### src/rtl/alu_seq.sv
// Sequential ALU: single-cycle logic/arith ops plus XLEN-iteration shift-add multiply and restoring divide.
// Latency 1 (short ops) or XLEN+1 (mul/div); in_ready only in IDLE, result held in DONE until out_ready.
module alu_seq #(
  parameter int XLEN = 32,
  parameter int SHW  = $clog2(XLEN)
) (
  input  logic            clk,
  input  logic            rst,
  input  logic            in_valid,
  output logic            in_ready,
  input  logic [4:0]      alu_op,
  input  logic [XLEN-1:0] src_a,
  input  logic [XLEN-1:0] src_b,
  output logic            out_valid,
  input  logic            out_ready,
  output logic [XLEN-1:0] result,
  output logic            busy
);
  localparam logic [4:0] OP_ADD    = 5'd0;
  localparam logic [4:0] OP_SUB    = 5'd1;
  localparam logic [4:0] OP_SLL    = 5'd2;
  localparam logic [4:0] OP_SLT    = 5'd3;
  localparam logic [4:0] OP_SLTU   = 5'd4;
  localparam logic [4:0] OP_XOR    = 5'd5;
  localparam logic [4:0] OP_SRL    = 5'd6;
  localparam logic [4:0] OP_SRA    = 5'd7;
  localparam logic [4:0] OP_OR     = 5'd8;
  localparam logic [4:0] OP_AND    = 5'd9;
  localparam logic [4:0] OP_PASSB  = 5'd10;
  localparam logic [4:0] OP_MUL    = 5'd11;
  localparam logic [4:0] OP_MULH   = 5'd12;
  localparam logic [4:0] OP_MULHSU = 5'd13;
  localparam logic [4:0] OP_MULHU  = 5'd14;
  localparam logic [4:0] OP_DIV    = 5'd15;
  localparam logic [4:0] OP_DIVU   = 5'd16;
  localparam logic [4:0] OP_REM    = 5'd17;
  localparam logic [4:0] OP_REMU   = 5'd18;

  localparam int            CW   = $clog2(XLEN);
  localparam logic [CW-1:0] LAST = CW'(XLEN - 1);

  typedef enum logic [1:0] {IDLE, CALC, DONE} state_t;
  state_t state, state_nxt;

  logic [XLEN-1:0] hi, lo, opnd, a_orig;
  logic [XLEN-1:0] hi_nxt, lo_nxt;
  logic [4:0]      op_q;
  logic            neg_q, neg_r, b_zero;
  logic [CW-1:0]   cnt;

  logic            accept, is_long, is_div, a_sgn, b_sgn, a_neg, b_neg, op_div;
  logic [XLEN-1:0] a_mag, b_mag, alu_res, long_res;
  logic [SHW-1:0]  shamt;

  assign accept  = in_valid && in_ready;
  assign is_long = (alu_op >= OP_MUL) && (alu_op <= OP_REMU);
  assign is_div  = (alu_op >= OP_DIV) && (alu_op <= OP_REMU);
  assign shamt   = src_b[SHW-1:0];

  always_ff @(posedge clk or posedge rst) begin
    if (rst) state <= IDLE;
    else     state <= state_nxt;
  end

  always_comb begin
    state_nxt = state;
    in_ready  = 1'b0;
    out_valid = 1'b0;
    busy      = 1'b0;
    case (state)
      IDLE: begin
        in_ready = 1'b1;
        if (in_valid) state_nxt = is_long ? CALC : DONE;
      end
      CALC: begin
        busy = 1'b1;
        if (cnt == LAST) state_nxt = DONE;
      end
      DONE: begin
        out_valid = 1'b1;
        if (out_ready) state_nxt = IDLE;
      end
      default: state_nxt = IDLE;
    endcase
  end

  always_comb begin
    alu_res = src_a + src_b;
    case (alu_op)
      OP_SUB:   alu_res = src_a - src_b;
      OP_SLL:   alu_res = src_a << shamt;
      OP_SLT:   alu_res = {{(XLEN-1){1'b0}}, $signed(src_a) < $signed(src_b)};
      OP_SLTU:  alu_res = {{(XLEN-1){1'b0}}, src_a < src_b};
      OP_XOR:   alu_res = src_a ^ src_b;
      OP_SRL:   alu_res = src_a >> shamt;
      OP_SRA:   alu_res = $unsigned($signed(src_a) >>> shamt);
      OP_OR:    alu_res = src_a | src_b;
      OP_AND:   alu_res = src_a & src_b;
      OP_PASSB: alu_res = src_b;
      default:  ;
    endcase
  end

  // Signed variants iterate on magnitudes; the sign is restored when the result is registered.
  assign a_sgn = (alu_op == OP_MULH) || (alu_op == OP_MULHSU) || (alu_op == OP_DIV) || (alu_op == OP_REM);
  assign b_sgn = (alu_op == OP_MULH) || (alu_op == OP_DIV) || (alu_op == OP_REM);
  assign a_neg = a_sgn && src_a[XLEN-1];
  assign b_neg = b_sgn && src_b[XLEN-1];
  assign a_mag = a_neg ? -src_a : src_a;
  assign b_mag = b_neg ? -src_b : src_b;

  logic [XLEN:0] m_sum, d_shift, d_diff;
  assign op_div  = (op_q >= OP_DIV);
  assign m_sum   = {1'b0, hi} + {1'b0, (lo[0] ? opnd : {XLEN{1'b0}})};
  assign d_shift = {hi, lo[XLEN-1]};
  assign d_diff  = d_shift - {1'b0, opnd};

  always_comb begin
    if (op_div) begin
      if (!d_diff[XLEN]) begin
        hi_nxt = d_diff[XLEN-1:0];
        lo_nxt = {lo[XLEN-2:0], 1'b1};
      end else begin
        hi_nxt = d_shift[XLEN-1:0];
        lo_nxt = {lo[XLEN-2:0], 1'b0};
      end
    end else begin
      hi_nxt = m_sum[XLEN:1];
      lo_nxt = {m_sum[0], lo[XLEN-1:1]};
    end
  end

  logic [2*XLEN-1:0] prod, prod_fix;
  logic [XLEN-1:0]   quo_fix, rem_fix;
  assign prod     = {hi_nxt, lo_nxt};
  assign prod_fix = neg_q ? -prod : prod;
  assign quo_fix  = neg_q ? -lo_nxt : lo_nxt;
  assign rem_fix  = neg_r ? -hi_nxt : hi_nxt;

  always_comb begin
    long_res = lo_nxt;
    case (op_q)
      OP_MUL:                       long_res = prod_fix[XLEN-1:0];
      OP_MULH, OP_MULHSU, OP_MULHU: long_res = prod_fix[2*XLEN-1:XLEN];
      OP_DIV:                       long_res = b_zero ? {XLEN{1'b1}} : quo_fix;
      OP_DIVU:                      long_res = lo_nxt;
      OP_REM:                       long_res = b_zero ? a_orig : rem_fix;
      OP_REMU:                      long_res = hi_nxt;
      default:                      ;
    endcase
  end

  always_ff @(posedge clk or posedge rst) begin
    if (rst) begin
      result <= '0;
      hi     <= '0;
      lo     <= '0;
      opnd   <= '0;
      a_orig <= '0;
      op_q   <= OP_ADD;
      neg_q  <= 1'b0;
      neg_r  <= 1'b0;
      b_zero <= 1'b0;
      cnt    <= '0;
    end else if (accept) begin
      op_q   <= alu_op;
      a_orig <= src_a;
      neg_q  <= a_neg ^ b_neg;
      neg_r  <= a_neg;
      b_zero <= (src_b == '0);
      cnt    <= '0;
      hi     <= '0;
      lo     <= is_div ? a_mag : b_mag;
      opnd   <= is_div ? b_mag : a_mag;
      if (!is_long) result <= alu_res;
    end else if (state == CALC) begin
      hi  <= hi_nxt;
      lo  <= lo_nxt;
      cnt <= cnt + 1'b1;
      if (cnt == LAST) result <= long_res;
    end
  end
endmodule

### config.mk
export PLATFORM = sky130hd
export DESIGN_NAME = alu_seq
export DESIGN_NICKNAME = d
export VERILOG_FILES = /design/src/rtl/alu_seq.sv
export SDC_FILE = /design/constraint.sdc
export NUM_CORES = 2
export LEC_CHECK = 0
export ABC_AREA = 1
export CAP_MARGIN = 10
export CORE_MARGIN = 2
export CORE_UTILIZATION = 35
export DETAILED_ROUTE_END_ITERATION = 8
export SLEW_MARGIN = 20
export SYNTH_ARGS = -nofsm -noshare
export SYNTH_HDL_FRONTEND = slang
export SYNTH_SLANG_ARGS = --single-unit
export TNS_END_PERCENT = 20
### constraint.sdc
create_clock -name clk -period 15.53 [get_ports clk]
set_clock_uncertainty 0.2 [all_clocks]
set_input_delay 2.3295 -clock clk [delete_from_list [all_inputs] [get_ports clk]]
set_output_delay 2.3295 -clock clk [all_outputs]
set_load 0.03 [all_outputs]
==> results.py <==
metrics = {
    "outcome": {
        "status": "completed",
    },
    "worst_setup_path": {
        "arrival_ns": 7.01,
        "crit_top_cell": "nand3_1",
        "cp_top_family": "simple AND/OR/NAND/NOR gates",
        "crit_fanout": 53,
        "reg2reg_slack_ns": 9.00,
        "start_kind": "input pin",
        "crit_buf_inv": 4,
        "required_ns": 15.76,
        "crit_type": "input pin to flip-flop",
        "end_kind": "flip-flop",
        "critical-path-slowest-cell": "nor4_2",
        "crit_path_max_incr_delay_ns": 0.53,
        "cp_cell_sequence": "clkdlybuf4s50_1 -> buf_4 -> inv_2 -> buf_4 -> nand2_1 -> nor4_2 -> nand3_1 -> nor3_1 -> nand3_1 -> nor3_1 -> nand3_1 -> nor3_1 -> nand3_1 -> nor2_1 -> nand2_1 -> o21ai_1 -> nand3_1 -> a21oi_1 -> or2_1",
    },
    "cts": {
        "clk_pin_slew_ns": 0.08,
        "cts_tree": "yes",
        "cts_hold_buf": 0,
        "numCtsBuffers": 17,
        "cts_setup_buffers": 0,
        "cts_root_buf": "clkbuf_16",
        "ctsResizeCount": 0,
        "clk_latency_ns": 0.49,
        "clockBufferDepth": 2,
        "clock-sinks": 175,
        "htree_levels": 4,
    },
    "power": {
        "cellPowerDensity_mw_per_mm2": 193,
        "worst_ir_drop_vdd_mv": 0.111,
        "total_power_mw": 5.78,
        "p_leak_nw": 15.1,
    },
    "timing": {
        "min_period_ns": 6.77,
        "tightest_slew_ns": 1.07,
        "grt_setup_unrepaired": "false",
        "tns_ns": 0,
        "drv_slew": 0,
        "min_period_over_period": 0.436,
        "fin_ws_ns": 8.76,
        "relSlewSlack": 0.278,
        "final-hold-violation-count": 0,
        "setup_violations": 0,
        "clock.fmax_mhz": 148,
    },
    "global_route": {
        "grt_pass1_wl_mm": 214,
        "grt_max_degree": 78,
        "grt_pass1_vias": 31900,
        "antenna_found_initial": 2,
        "grt.overflow.total": 0,
        "grtUsageTotal": 0.354,
    },
    "synth": {
        "seq_area_frac_synth": 0.160,
        "avgSynthCellArea_sq_um": 5.66,
        "netlist_area_sq_mm": 0.0274,
        "ys_ff_latch": 175,
        "synth_warnings": 0,
        "synth_ff_type": "dfrtp_1",
        "synth_fp_nets": 5084,
        "synth_edf_count": 0,
        "synth.area.top_cells": "nand2_1 (19%), dfrtp_1 (16%), inv_1 (8.7%)",
        "yosys.area.top_type": "nand2_1",
        "synth-async-reset-ratio": 1.00,
        "synth_cell_type_count": 69,
        "synth_cells": 4841,
        "synthDominantCellAreaShare": 0.188,
    },
    "cells_and_area": {
        "post-route-util": 0.387,
        "drive_above_1_share": 0.0420,
        "syn_to_final_growth_pct": 9.31,
        "stdcell_area_sq_mm": 0.0300,
        "fin_nets": 5065,
        "layout_commonest_cell": "nand2_1",
        "final_cell_mix": "nand2_1 (1374), inv_1 (630), nor2_1 (479)",
    },
    "route": {
        "vias_per_cell": 5.81,
        "dr.pass1.iters": 9,
        "wire_per_inst_microns": 25.1,
        "num_vias": 34100,
        "drt_iter0_drc": 3984,
        "ant_nets": 0,
        "remaining_drc_errors": 0,
        "wl_mm": 148,
    },
    "placement": {
        "dp_hpwl_mm": 119,
        "place_area_sq_mm": 0.0294,
        "pre_cts_slack_ns": 8.41,
        "place.gp.congestion": 1.06,
        "numPortBuffers": 107,
    },
    "floorplan": {
        "rows": 102,
        "die_area_sq_mm": 0.0806,
        "chipHeight_microns": 284,
        "io-pin-count": 108,
        "initial_core_util": 0.354,
        "dieWidth_microns": 284,
        "fp.coreArea_sq_mm": 0.0775,
    },
    "job": {
        "drv_cap": 0,
    },
    "worst_hold_path": {
        "hold_class": "flip-flop to flip-flop",
    },
}
[state kept, by name, indices dropped and copies added (netlist names)]
| name | flops |
|---|---|
| lo | 32 |
| b_zero | 1 |
| op_q | 5 |
| result | 32 |
| hi | 32 |
| state | 2 |
| neg_r | 1 |
| a_orig | 32 |
| cnt | 5 |
| neg_q | 1 |
| opnd | 32 |
[cell type report]
class | instances | area [sq um]
fillers | 8874 | 47500
multi-input cells | 3805 | 19700
flip-flops and latches | 175 | 4380
inverters | 653 | 2460
repair buffers | 170 | 1530
well taps | 1040 | 1300
clock buffers | 19 | 433
clock inverters | 13 | 154
diodes | 1 | 2.50
[synthesized netlist by cell type, types with 14 or more instances]
library cell / count
dfrtp_1: 175
o21ai_1: 22
nor3_1: 57
a221oi_1: 22
nor2_1: 480
nand2_1: 1376
ha_1: 166
a21oi_1: 323
clkbuf_1: 155
o21a_1: 19
o21bai_1: 15
nor2_2: 15
o221ai_1: 33
nand4_1: 46
buf_1: 29
a31oi_1: 24
o22ai_1: 65
nand3_1: 336
a211oi_1: 14
o211ai_1: 73
inv_1: 632
o21ai_0: 422
nand3b_1: 26
xor2_1: 95
or2_2: 24
nand2_2: 17
[worst paths after layout]
path	start	to	cells past startpoint
max reg2reg	lo[31]$_DFFE_PP0P_	result[26]$_DFFE_PP0P_	31
min in group asynchronous	rst	opnd[0]$_DFFE_PP0P_	2
max	src_b[3]	lo[31]$_DFFE_PP0P_	19
min	cnt[3]$_DFFE_PP0P_	cnt[3]$_DFFE_PP0P_	1
min reg2reg	cnt[3]$_DFFE_PP0P_	cnt[3]$_DFFE_PP0P_	1
max in group asynchronous	rst	a_orig[22]$_DFFE_PP0P_	4
[through the flow]
stage	instances	hold slack (ns)
global route	5875	0.296
detailed placement	5843	0.261
floorplan	4841	0.234
CTS	5875	0.273
global placement	5843	0.252
finish	5876	0.275
[worst reg2reg max path: cells and delay by family, from the launching register on]
kind                     cells  cell delay, ns
AO/OA/AOI/OAI                1            0.38
adder cells (fa/ha/maj)      3            0.85
buffers and inverters        3            0.45
flip-flops                   1            0.52
AND/OR/NAND/NOR             24            4.04
[where the power goes]
group | internal (mW) | switching, mW
clock | 0.240 | 0.229
combinational | 1.22 | 3.21
sequential | 0.661 | 0.219
total | 2.12 | 3.66
[logic make-up after synthesis]
group           synth area share
fa+ha+maj                 0.0787
flops                      0.160
simple gates               0.369
mux                      0.00256
buf+inv                    0.122
xor+xnor                  0.0323
compound gates             0.235
[per-layer routing]
layer  GRT usage  vias to the layer above  share of wire
met5           0                        -        0.00016
met1       0.437                    15900           0.39
met4       0.226                        4          0.074
li1            -                    15900              -
met2       0.574                     1877           0.45
met3      0.0570                      435          0.087
No activity file was read; power rests on OpenSTA's default activity.
